===== src/rtl/fifo_arb_pkg.sv =====
// Shared types and helpers for the FIFO write-side arbiter and related schedulers.
package fifo_arb_pkg;

  typedef enum logic {ARB_IDLE, ARB_XFER} arb_state_t;

  // Widest request vector rr_next can search.
  localparam int unsigned MaxReq = 32;

  // Round-robin search: first set bit of req strictly after 'last', wrapping mod nreq.
  // Wrap is an explicit compare so nreq need not be a power of two.
  // Returns 'last' when no request is set.
  function automatic int unsigned rr_next(input logic [MaxReq-1:0] req,
                                          input int unsigned       last,
                                          input int unsigned       nreq);
    int unsigned cand;
    int unsigned pick;
    logic        found;
    cand  = last;
    pick  = last;
    found = 1'b0;
    for (int k = 0; k < int'(MaxReq); k++) begin
      if (k < int'(nreq)) begin
        cand = (cand + 1 >= nreq) ? 0 : cand + 1;
        if (!found && req[cand[4:0]]) begin
          pick  = cand;
          found = 1'b1;
        end
      end
    end
    return pick;
  endfunction

endpackage


===== src/rtl/rr_pick.sv =====
// Combinational round-robin picker: next requester after 'last' with req set.
module rr_pick
  import fifo_arb_pkg::*;
#(
  parameter int unsigned NREQ = 4
) (
  input  logic [NREQ-1:0]         req,
  input  logic [$clog2(NREQ)-1:0] last,
  output logic [$clog2(NREQ)-1:0] idx,
  output logic                    any
);

  localparam int unsigned IW = $clog2(NREQ);

  logic [MaxReq-1:0] req_ext;

  // Zero-extend the request vector and run the shared search.
  always_comb begin
    req_ext            = '0;
    req_ext[NREQ-1:0]  = req;
    idx                = IW'(rr_next(req_ext, 32'(last), NREQ));
    any                = |req;
  end

endmodule


===== src/rtl/fifo_wr_arbiter.sv =====
// Round-robin, packet-granular arbiter sharing one sync_fifo write port among NREQ requesters.
module fifo_wr_arbiter
  import fifo_arb_pkg::*;
#(
  parameter int unsigned NREQ      = 4,
  parameter int unsigned DSIZE     = 8,
  parameter int unsigned MAX_BURST = 4
) (
  input  logic                    clk,
  input  logic                    rst_b,
  input  logic [NREQ-1:0]         req_valid,
  input  logic [NREQ*DSIZE-1:0]   req_data,
  input  logic [NREQ-1:0]         req_last,
  output logic [NREQ-1:0]         req_ready,
  output logic [DSIZE-1:0]        fifo_din,
  output logic                    fifo_wr_en,
  input  logic                    fifo_full,
  output logic [$clog2(NREQ)-1:0] grant_id,
  output logic                    busy
);

  localparam int unsigned IW = $clog2(NREQ);
  localparam int unsigned CW = $clog2(MAX_BURST + 1);

  arb_state_t     state_q;
  logic [IW-1:0]  grant_q;
  logic [IW-1:0]  last_q;
  logic [CW-1:0]  beat_cnt_q;
  logic [IW-1:0]  pick_idx;
  logic           pick_any;
  logic           accept;
  logic           burst_end;

  rr_pick #(
    .NREQ (NREQ)
  ) u_rr_pick (
    .req  (req_valid),
    .last (last_q),
    .idx  (pick_idx),
    .any  (pick_any)
  );

  // Beat handshake: full is sampled pre-write, so a write never happens while full.
  always_comb begin
    accept    = (state_q == ARB_XFER) & req_valid[grant_q] & ~fifo_full;
    burst_end = req_last[grant_q] | (beat_cnt_q == CW'(MAX_BURST - 1));
    req_ready = '0;
    if (accept) req_ready[grant_q] = 1'b1;
    fifo_wr_en = accept;
    fifo_din   = req_data[grant_q*DSIZE +: DSIZE];
    grant_id   = grant_q;
    busy       = (state_q == ARB_XFER);
  end

  // Grant FSM: arbitrate in IDLE, move beats in XFER until last beat or burst limit.
  always_ff @(posedge clk) begin
    if (!rst_b) begin
      state_q    <= ARB_IDLE;
      grant_q    <= '0;
      last_q     <= IW'(NREQ - 1);
      beat_cnt_q <= '0;
    end else begin
      case (state_q)
        ARB_IDLE: begin
          if (pick_any) begin
            grant_q    <= pick_idx;
            beat_cnt_q <= '0;
            state_q    <= ARB_XFER;
          end
        end
        ARB_XFER: begin
          if (accept) begin
            if (burst_end) begin
              last_q     <= grant_q;
              beat_cnt_q <= '0;
              state_q    <= ARB_IDLE;
            end else begin
              beat_cnt_q <= beat_cnt_q + 1'b1;
            end
          end
        end
      endcase
    end
  end

endmodule


===== config.mk =====
export PLATFORM = sky130hd
export DESIGN_NAME = fifo_wr_arbiter
export DESIGN_NICKNAME = d
export VERILOG_FILES = /design/src/rtl/fifo_arb_pkg.sv /design/src/rtl/rr_pick.sv /design/src/rtl/fifo_wr_arbiter.sv
export SDC_FILE = /design/constraint.sdc
export NUM_CORES = 1
export LEC_CHECK = 0
export ABC_CLOCK_PERIOD_IN_PS = 7500
export BUFFER_PORTS_ARGS = -buffer_cell sky130_fd_sc_hd__buf_2
export CORE_UTILIZATION = 48
export CTS_BUF_LIST = sky130_fd_sc_hd__clkbuf_8
export DETAILED_ROUTE_END_ITERATION = 8
export GPL_TIMING_DRIVEN = 0
export PLACE_DENSITY_LB_ADDON = 0.12
export SLEW_MARGIN = 10
export SYNTH_ARGS = -nofsm -noshare
export SYNTH_HDL_FRONTEND = slang
export SYNTH_SLANG_ARGS = --single-unit

===== constraint.sdc =====
create_clock -name clk -period 7.5 [get_ports clk]
set_input_delay 0.75 -clock clk [delete_from_list [all_inputs] [get_ports clk]]
set_output_delay 0.75 -clock clk [all_outputs]
set_load 0.01 [all_outputs]

# --- After elaboration in Yosys (flattened, before gate mapping) ---
# Cells that the tools add are included.
classes:
  add_sub_neg: 5
  n_lt_le_gt_ge: 10
  n_eq_ne: 3
  n_shift: 1
  n_mux: 34
  bitwise_logic: 5
  n_reduce_logical: 11
op_table:
  columns: ["cell", "n"]
  rows:
  - ["$add 32x1->32 const B", 3]
  - ["$ge 32x3->1 const B", 3]
  - ["$mux 32", 2]
  - ["$shiftx 32x6->8", 1]
  - ["$lt 5x6->1 const B", 4]
  - ["$bmux 1 s5", 4]
  - ["$mux 1", 13]
  - ["$mux 3", 4]
  - ["$mux 2", 4]
  - ["$pmux 3 s2", 1]
  - ["$mux 5", 1]
  - ["$bmux 1 s2", 2]
  - ["$logic_and 1x1->1", 4]
  - ["$mux 4", 1]
  - ["$ne 2x2->1 const B", 2]
  - ["$reduce_and 2->1", 2]
  - ["$reduce_or 4->1", 1]
  - ["$add 2x1->3 const B", 1]
  - ["$add 3x1->3 const B", 1]
  - ["$eq 3x2->1 const B", 1]
  - ["$ge 3x3->1 const B", 1]
  - ["$logic_not 1->1", 3]
  - ["$lt 2x3->1 const B", 1]
  - ["$reduce_and 3->1", 1]
  - ["6 further kinds", 8]
totals:
  regBits: 8
  inputBits: 43
  output_inout_bits: 16
  elab_cells: 73

# --- Logic depth before layout (Yosys ltp) ---
# Gate-level depths: netlist of run 1.
depth:
  depth_word: 16
  depth_mapped: 9
  mapped_depth_nobuf: 8

# --- Cells and area by module ---
# A second synthesis of run 1 with hierarchy kept.
hier_totals:
  hier_cells: 123
  area_unflattened_um2: 1187.4
modules_own_cells:
  columns: ["module", "instances", "cells_per_inst", "area_each_um2", "seq_area_each_um2"]
  rows:
  - ["fifo_wr_arbiter", 1, 62, 734.5, 160.2]
  - ["rr_pick", 1, 61, 452.9, 0.0]

# --- Worst setup path before layout of run 1 ---
# OpenSTA, ideal clock, no wires.
synth_path:
  kind: "input-to-output"
  from: "input req_valid[0]"
  to: "output req_ready[3]"
  arrival_time_ns: 1.883
  required_ns: 6.750
  path_slack_ns: 4.867
  stages: 5
  path_buffers: 1
  path_cell_list: "buf_6 -> mux4_1 -> nand3b_1 -> inv_1 -> and3_1"
synth_via:
  elab_chain_len: 5
synth_rtl:
  columns: ["element", "line_no", "source"]
  rows:
  - ["start: declaration", "fifo_wr_arbiter.sv:11", "input logic [NREQ-1:0] req_valid,"]
  - ["$bmux 1 s2", "fifo_wr_arbiter.sv:45", "accept = (state_q == ARB_XFER) & req_valid[grant_q] & ~fifo_full;"]
  - ["$mux 1 (implied by the code)", "fifo_wr_arbiter.sv:45", null]
  - ["$and 1x1->1 (2 in series)", "fifo_wr_arbiter.sv:45", null]
  - ["named net fifo_wr_en", "fifo_wr_arbiter.sv:16", "output logic fifo_wr_en,"]
  - ["$mux 4", "fifo_wr_arbiter.sv:48", "if (accept) req_ready[grant_q] = 1'b1;"]
  - ["end: declaration", "fifo_wr_arbiter.sv:14", "output logic [NREQ-1:0] req_ready,"]
# The timed path passes the listed nets, and every way through them passes these cells. The select of a mux whose other input is x is not followed.

# --- Worst setup path in the final report of run 1 ---
layout_path:
  from: "input req_valid[1]"
  to: "output req_ready[3]"
layout_via:
  elab_chain_len: 5
layout_rtl:
  columns: ["element", "line_no"]
  rows:
  - ["$bmux 1 s2", "fifo_wr_arbiter.sv:45"]
  - ["$mux 1 (implied by the code)", "fifo_wr_arbiter.sv:45"]
  - ["$and 1x1->1 (2 in series)", "fifo_wr_arbiter.sv:45"]
  - ["$mux 4", "fifo_wr_arbiter.sv:48"]
# Every way passes these cells. The select of a mux whose other input is x is not followed.

==> results.py, run 1 <==
metrics = {
    "clock_tree": {
        "clk_pin_slew_worst_paths_ns": 0.04,
        "cts_buffers": 3,
        "clock_sinks": 8,
        "htree_levels": 1,
        "cts-root-buf": "clkbuf_8",
        "ctsHoldBuffers": 0,
        "cts_tree": "done",
        "cts_buffer_depth": 2,
        "cts_setup_buffers": 0,
        "insertion_delay_ns": 0.23,
        "post_cts_resized": 0,
    },
    "floorplan": {
        "start_util_pct": 50.8,
        "rows": 17,
        "io_pins": 59,
        "fp.dieW_microns": 50.4,
        "core_sq_mm": 0.00221,
        "die-area_sq_mm": 0.00254,
        "die_h_microns": 50.4,
    },
    "yosys": {
        "syn_area_per_cell_sq_um": 9.07,
        "syn_area_sq_mm": 0.00112,
        "ys_ff_latch": 8,
        "seq_area_frac_synth_pct": 14.2,
        "ys_types": 42,
        "synthCells": 124,
        "synth_fp_nets": 175,
        "yosysWarnings": 0,
    },
    "final_layout": {
        "layout_commonest_cell": "buf_2",
        "final_net_count": 237,
        "insertedDiodeCount": 0,
        "multi_input_area_sq_um": 866,
        "regArea_sq_um": 160,
        "drive_above_1_share_pct": 46.7,
        "fill_cells": 185,
        "syn2layout_area_growth_pct": 32.1,
        "final_cell_mix": "buf_2 (58), mux4_2 (9)",
    },
    "timing": {
        "setup_violations": 0,
        "fin_crit_sh_pct": 38.5,
        "clock_skew_ns": 0.00331,
        "worst_pin_slew_ns": 0.454,
        "slew_headroom_pct": 69.5,
        "hold_viol": 0,
        "setup_ws_ns": 4.61,
        "post-route-min-period_ns": 2.89,
        "fmax_mhz": 346,
        "rsz0062_at_grt": "no",
        "drv_slew": 0,
        "setup_tns_ns": 0,
    },
    "worst_setup_path": {
        "r2r-start": "last_q[0]",
        "critPathLaunch": "req_valid[1]",
        "reg2reg_depth": 9,
        "critPathMaxStageDelay_ns": 0.51,
        "cp.depth": 6,
        "crit_type": "input port to output pin",
        "cp-start-kind": "input port",
        "cp_cell_sequence": "buf_2, mux4_1, nand3b_1, inv_1, and3_1, buf_2",
        "crit_path_end_kind": "output pin",
        "slowest_stage": "mux4_1",
        "cp_max_fo": 7,
        "critPathBufInv": 3,
        "crit_top_cell": "buf_2",
        "critPathTopFamily": "multiplexers",
        "r2r-end": "grant_id[0]",
        "regToRegSetupSlack_ns": 4.82,
        "worst_ep_required_time_ns": 6.75,
        "worstSetupEndpoint": "req_ready[3]",
        "cp.arrival_ns": 2.14,
    },
    "route": {
        "ant_nets": 0,
        "routed_wl_mm": 3.01,
        "drt_pass1_iterations": 4,
        "num_vias": 1226,
        "via_per_inst": 5.78,
        "drtIter0Drc": 32,
        "wl_per_cell_microns": 14.2,
        "drc": 0,
    },
    "global_routing": {
        "grt_pass1_wl_mm": 4.70,
        "grt_pass1_vias": 1076,
        "grt_max_degree": 11,
        "grt_remaining_overflow": 0,
        "antenna_found_initial": 0,
        "grt_use_total_pct": 24.0,
    },
    "pwr": {
        "powerDensity_mw_per_mm2": 139,
        "max-vdd-ir-drop_mv": 0.153,
        "p_leak_nw": 0.696,
    },
    "hold_path": {
        "hp-class": "flop to flop",
    },
    "placement": {
        "post-place-ws_ns": 4.60,
        "gp_congestion": 0.920,
        "dp_hpwl_mm": 2.42,
        "port_buffers": 57,
    },
    "run": {
        "drv_cap": 0,
    },
    "run_status": {
        "outcome": "finished, final reports clean",
    },
}
logic make-up (layout without fill, tap and decap cells):
group	count (synthesis)	count (layout)	synth area share, %
buffers and inverters	16	76	8.79
AOI/OAI and AO/OA	28	28	18.2
DFF	8	8	14.2
muxes	15	15	25.1
adders and majority gates	8	8	8.90
and+or+nand+nor	49	49	24.7
stage by stage:
| stage | hold WS, ns | util, % | power, mW | std cells | area (sq um) |
|---|---|---|---|---|---|
| finish | 0.544 | 67.2 | 0.206 | 212 | 1490 |
| global route | 0.588 | 67.2 | 0.219 | 212 | 1490 |
| CTS | 0.549 | 67.2 | 0.207 | 212 | 1490 |
| detailed placement | 0.539 | 65.3 | 0.154 | 209 | 1450 |
| global placement | 0.525 | 65.3 | 0.152 | 209 | 1450 |
| floorplan | 0.493 | - | 0.121 | 124 | 1120 |
power breakdown:
part           total [mW]  leakage [nW]  internal (mW)  switching, mW
logic               0.105         0.609         0.0547         0.0506
registers          0.0487        0.0654         0.0458        0.00291
clock network      0.0521        0.0216         0.0348         0.0173
layout make-up:
| cell class | instances | area share [%] |
|---|---|---|
| clock buffer | 3 | 2.78 |
| inverter | 8 | 2.02 |
| sequential | 8 | 10.8 |
| multi-input combinational | 100 | 58.2 |
| buffer | 8 | 4.63 |
| timing repair buffer | 57 | 19.2 |
| tap | 28 | 2.36 |
cell usage after synthesis, drive strengths merged:
library cell / instances / area (sq um)
or2b: 2 / 16.3
clkbuf: 2 / 7.51
nand4: 2 / 12.5
inv: 8 / 30.0
o221ai: 2 / 17.5
nand2: 7 / 26.3
buf: 6 / 61.3
ha: 8 / 100
a311o: 1 / 10.0
a211oi: 2 / 15.0
a311oi: 1 / 8.76
nor4: 3 / 18.8
a32oi: 1 / 8.76
dfxtp: 8 / 160
o21ai: 4 / 20.0
o21ba: 2 / 20.0
o31ai: 1 / 7.51
a21oi: 3 / 15.0
nor3b: 2 / 15.0
or2: 5 / 33.8
a31oi: 6 / 43.8
and3: 3 / 18.8
nor2: 8 / 30.0
nand3b: 1 / 7.51
nand3: 8 / 40.0
mux4: 10 / 229
o211ai: 4 / 30.0
nor2b: 2 / 12.5
nor3: 3 / 20.0
mux2i: 2 / 20.0
or4b: 1 / 13.8
and2: 2 / 12.5
o32ai: 1 / 8.76
mux2: 3 / 33.8
worst min-delay path by stage:
stage	depth (start not counted)	to	slack [ns]	from
6_report	2	last_q[1]	0.54	last_q[1]
2_1_floorplan	2	last_q[1]	0.49	last_q[1]
3_3_place_gp	2	beat_cnt_q[1]	0.53	beat_cnt_q[1]
5_1_grt	2	last_q[1]	0.59	last_q[1]
3_5_place_dp	2	last_q[1]	0.54	last_q[1]
4_1_cts	2	last_q[1]	0.55	last_q[1]
registers in the layout, summed over array words and instances, names as in the netlist:
register	flops
beat_cnt_q	3
last_q	2
grant_id	2
busy	1
routing by layer:
| metal | track usage, % | wire length (microns) |
|---|---|---|
| met1 | 29.9 | 1390 |
| met2 | 42.9 | 1360 |
| met3 | 5.45 | 248 |
| met4 | 2.78 | 12 |
| met5 | 0 | 0 |
worst reg2reg max path: stages (launching register included):
cell and delay (ns):
dfxtp_1 0.52, inv_1 0.15, ha_1 0.37, buf_6 0.16, mux2i_1 0.34, nor4_1 0.13
a31oi_2 0.22, or4b_4 0.50, nor3_2 0.12, a311o_1 0.13
Power figures use the tool's default switching activity.
==> run 2, diff against run 1 <==
- ABC_CLOCK_PERIOD_IN_PS: 7500 -> 2400
- CORE_UTILIZATION: 48 -> 42
- clock period: 7.5 -> 2.4 ns (I/O delays scaled with it)
==> results.py, run 2 (same netlist as run 1, synthesis figures left out) <==
metrics = {
    "floorplan": {
        "die-area_sq_mm": 0.00289,
        "rows": 18,
        "io_pins": 59,
        "die_h_microns": 53.8,
        "start_util_pct": 45.0,
        "core_sq_mm": 0.00250,
        "fp.dieW_microns": 53.8,
    },
    "timing": {
        "rsz0062_at_grt": "no",
        "slew_headroom_pct": 70.7,
        "setup_tns_ns": 0,
        "worst_pin_slew_ns": 0.436,
        "setup_violations": 0,
        "setup_ws_ns": 0.110,
        "fmax_mhz": 437,
        "hold_viol": 0,
        "drv_slew": 0,
        "fin_crit_sh_pct": 95.4,
        "clock_skew_ns": 0.000590,
        "post-route-min-period_ns": 2.29,
    },
    "final_layout": {
        "fill_cells": 217,
        "regArea_sq_um": 165,
        "finish.utilization_pct": 63.9,
        "largest_reg_flops": 3,
        "multi_input_area_sq_um": 925,
        "syn2layout_area_growth_pct": 42.0,
        "insertedDiodeCount": 0,
        "largest-register": "beat_cnt_q",
        "drive_above_1_share_pct": 53.7,
        "layout_commonest_cell": "buf_2",
        "final_net_count": 243,
        "final_cell_mix": "buf_2 (58), mux4_2 (9), nor2_1 (8), nand3_1 (8)",
    },
    "clock_tree": {
        "cts_buffers": 3,
        "clock_sinks": 8,
        "insertion_delay_ns": 0.23,
        "cts_tree": "done",
        "cts_buffer_depth": 2,
        "clk_pin_slew_worst_paths_ns": 0.04,
        "cts-root-buf": "clkbuf_8",
        "htree_levels": 1,
        "ctsHoldBuffers": 0,
    },
    "route": {
        "routed_wl_mm": 3.13,
        "ant_nets": 0,
        "drc": 0,
        "wl_per_cell_microns": 14.2,
        "via_per_inst": 5.85,
        "drtIter0Drc": 23,
        "drt_pass1_iterations": 5,
        "num_vias": 1287,
    },
    "worst_setup_path": {
        "crit_path_end_kind": "flop",
        "critPathMaxStageDelay_ns": 0.52,
        "crit_type": "flop to flop",
        "cp.arrival_ns": 2.46,
        "critPathLaunch": "last_q[0]",
        "cp-start-kind": "flop",
        "critPathTopFamily": "simple AND/OR/NAND/NOR gates",
        "r2r-start": "last_q[0]",
        "cp_cell_sequence": "inv_2, ha_4, mux2_2, a211oi_2, o211ai_1, or4b_4, nor3_2, a311o_1",
        "slowest_stage": "or4b_4",
        "critPathBufInv": 1,
        "cp_max_fo": 9,
        "worst_ep_required_time_ns": 2.57,
    },
    "global_routing": {
        "grt_use_total_pct": 21.8,
        "grt_pass1_vias": 1067,
        "grt_max_degree": 11,
        "grt_remaining_overflow": 0,
        "grt_pass1_wl_mm": 4.58,
        "antenna_found_initial": 0,
    },
    "pwr": {
        "power.internal_mw": 0.443,
        "p_leak_nw": 0.721,
        "p_comb_share_pct": 53.4,
        "powerDensity_mw_per_mm2": 424,
        "p_clk_share_pct": 24.1,
        "p_switching_mw": 0.233,
        "pwr-share-seq_pct": 22.6,
        "max-vdd-ir-drop_mv": 0.485,
        "swShare_pct": 34.5,
    },
    "hold_path": {
        "hp-class": "input port to flop",
        "hold_path_startpoint": "rst_b",
    },
    "run_status": {
        "outcome": "finished, final reports clean",
    },
    "placement": {
        "post-place-ws_ns": -0.297,
        "gp_congestion": 0.890,
        "port_buffers": 57,
        "dp_hpwl_mm": 2.41,
    },
    "run": {
        "drv_cap": 0,
    },
}
[run 2: cell count changes in the layout (fill, tap and decap cells not counted), moves of 2 or more]
cell      change
inv_2         +2
a211oi_1      -2
inv_1         -2
buf_4         +6
a211oi_2      +2
dfxtp_1       -2
[run 2: timing repair]
| item | 4_1_cts | 5_1_grt |
|---|---|---|
| buffers inserted | 3 | 3 |
| gates resized for setup | 8 | 6 |
| endpoints found under the setup margin | 2 | 3 |
| pin swaps | 1 | 3 |
[run 2: worst min-delay path: cells and delay by family]
kind | cells | cell delay [ns]
buf+inv | 2 | 0.28
simple gates | 1 | 0.08
[run 2: worst paths after layout]
kind / slack (ns) / to / depth (start not counted)
max: 0.11 / grant_id[0] / 8
min: 0.41 / last_q[0] / 3
max reg2reg: 0.11 / grant_id[0] / 8
min reg2reg: 0.53 / last_q[1] / 2
[run 2: area by class of cell]
class / instances / area share (%)
timing repair buffer: 63 / 20.7
clock buffer: 3 / 2.58
buffer: 8 / 4.31
multi-input combinational: 100 / 57.9
tap: 30 / 2.35
sequential: 8 / 10.3
inverter: 8 / 1.88
[run 2: power by group through the flow]
stage	Sequential (mW)	Combinational, mW	Clock, mW
floorplan	0.156	0.223	0
global placement	0.155	0.322	0
detailed placement	0.155	0.327	0
CTS	0.153	0.348	0.165
global route	0.154	0.398	0.167
finish	0.153	0.361	0.163
[run 2: stage by stage]
| stage | area [sq um] | instances | total power [mW] | hold slack (ns) |
|---|---|---|---|---|
| global placement | 1450 | 211 | 0.477 | 0.522 |
| detailed placement | 1450 | 211 | 0.482 | 0.538 |
| floorplan | 1120 | 124 | 0.379 | 0.464 |
| CTS | 1550 | 217 | 0.666 | 0.404 |
| finish | 1600 | 220 | 0.677 | 0.406 |
| global route | 1600 | 220 | 0.720 | 0.437 |
[run 2: per-layer routing]
metal / routed length, microns / global-route usage (%) / vias to the layer above
met1: 1270 / 26.9 / 596
met3: 305 / 3.95 / 6
met4: 34 / 5.70 / 0
met2: 1520 / 38.5 / 71
li1: - / - / 614
met5: 0 / 0 / -
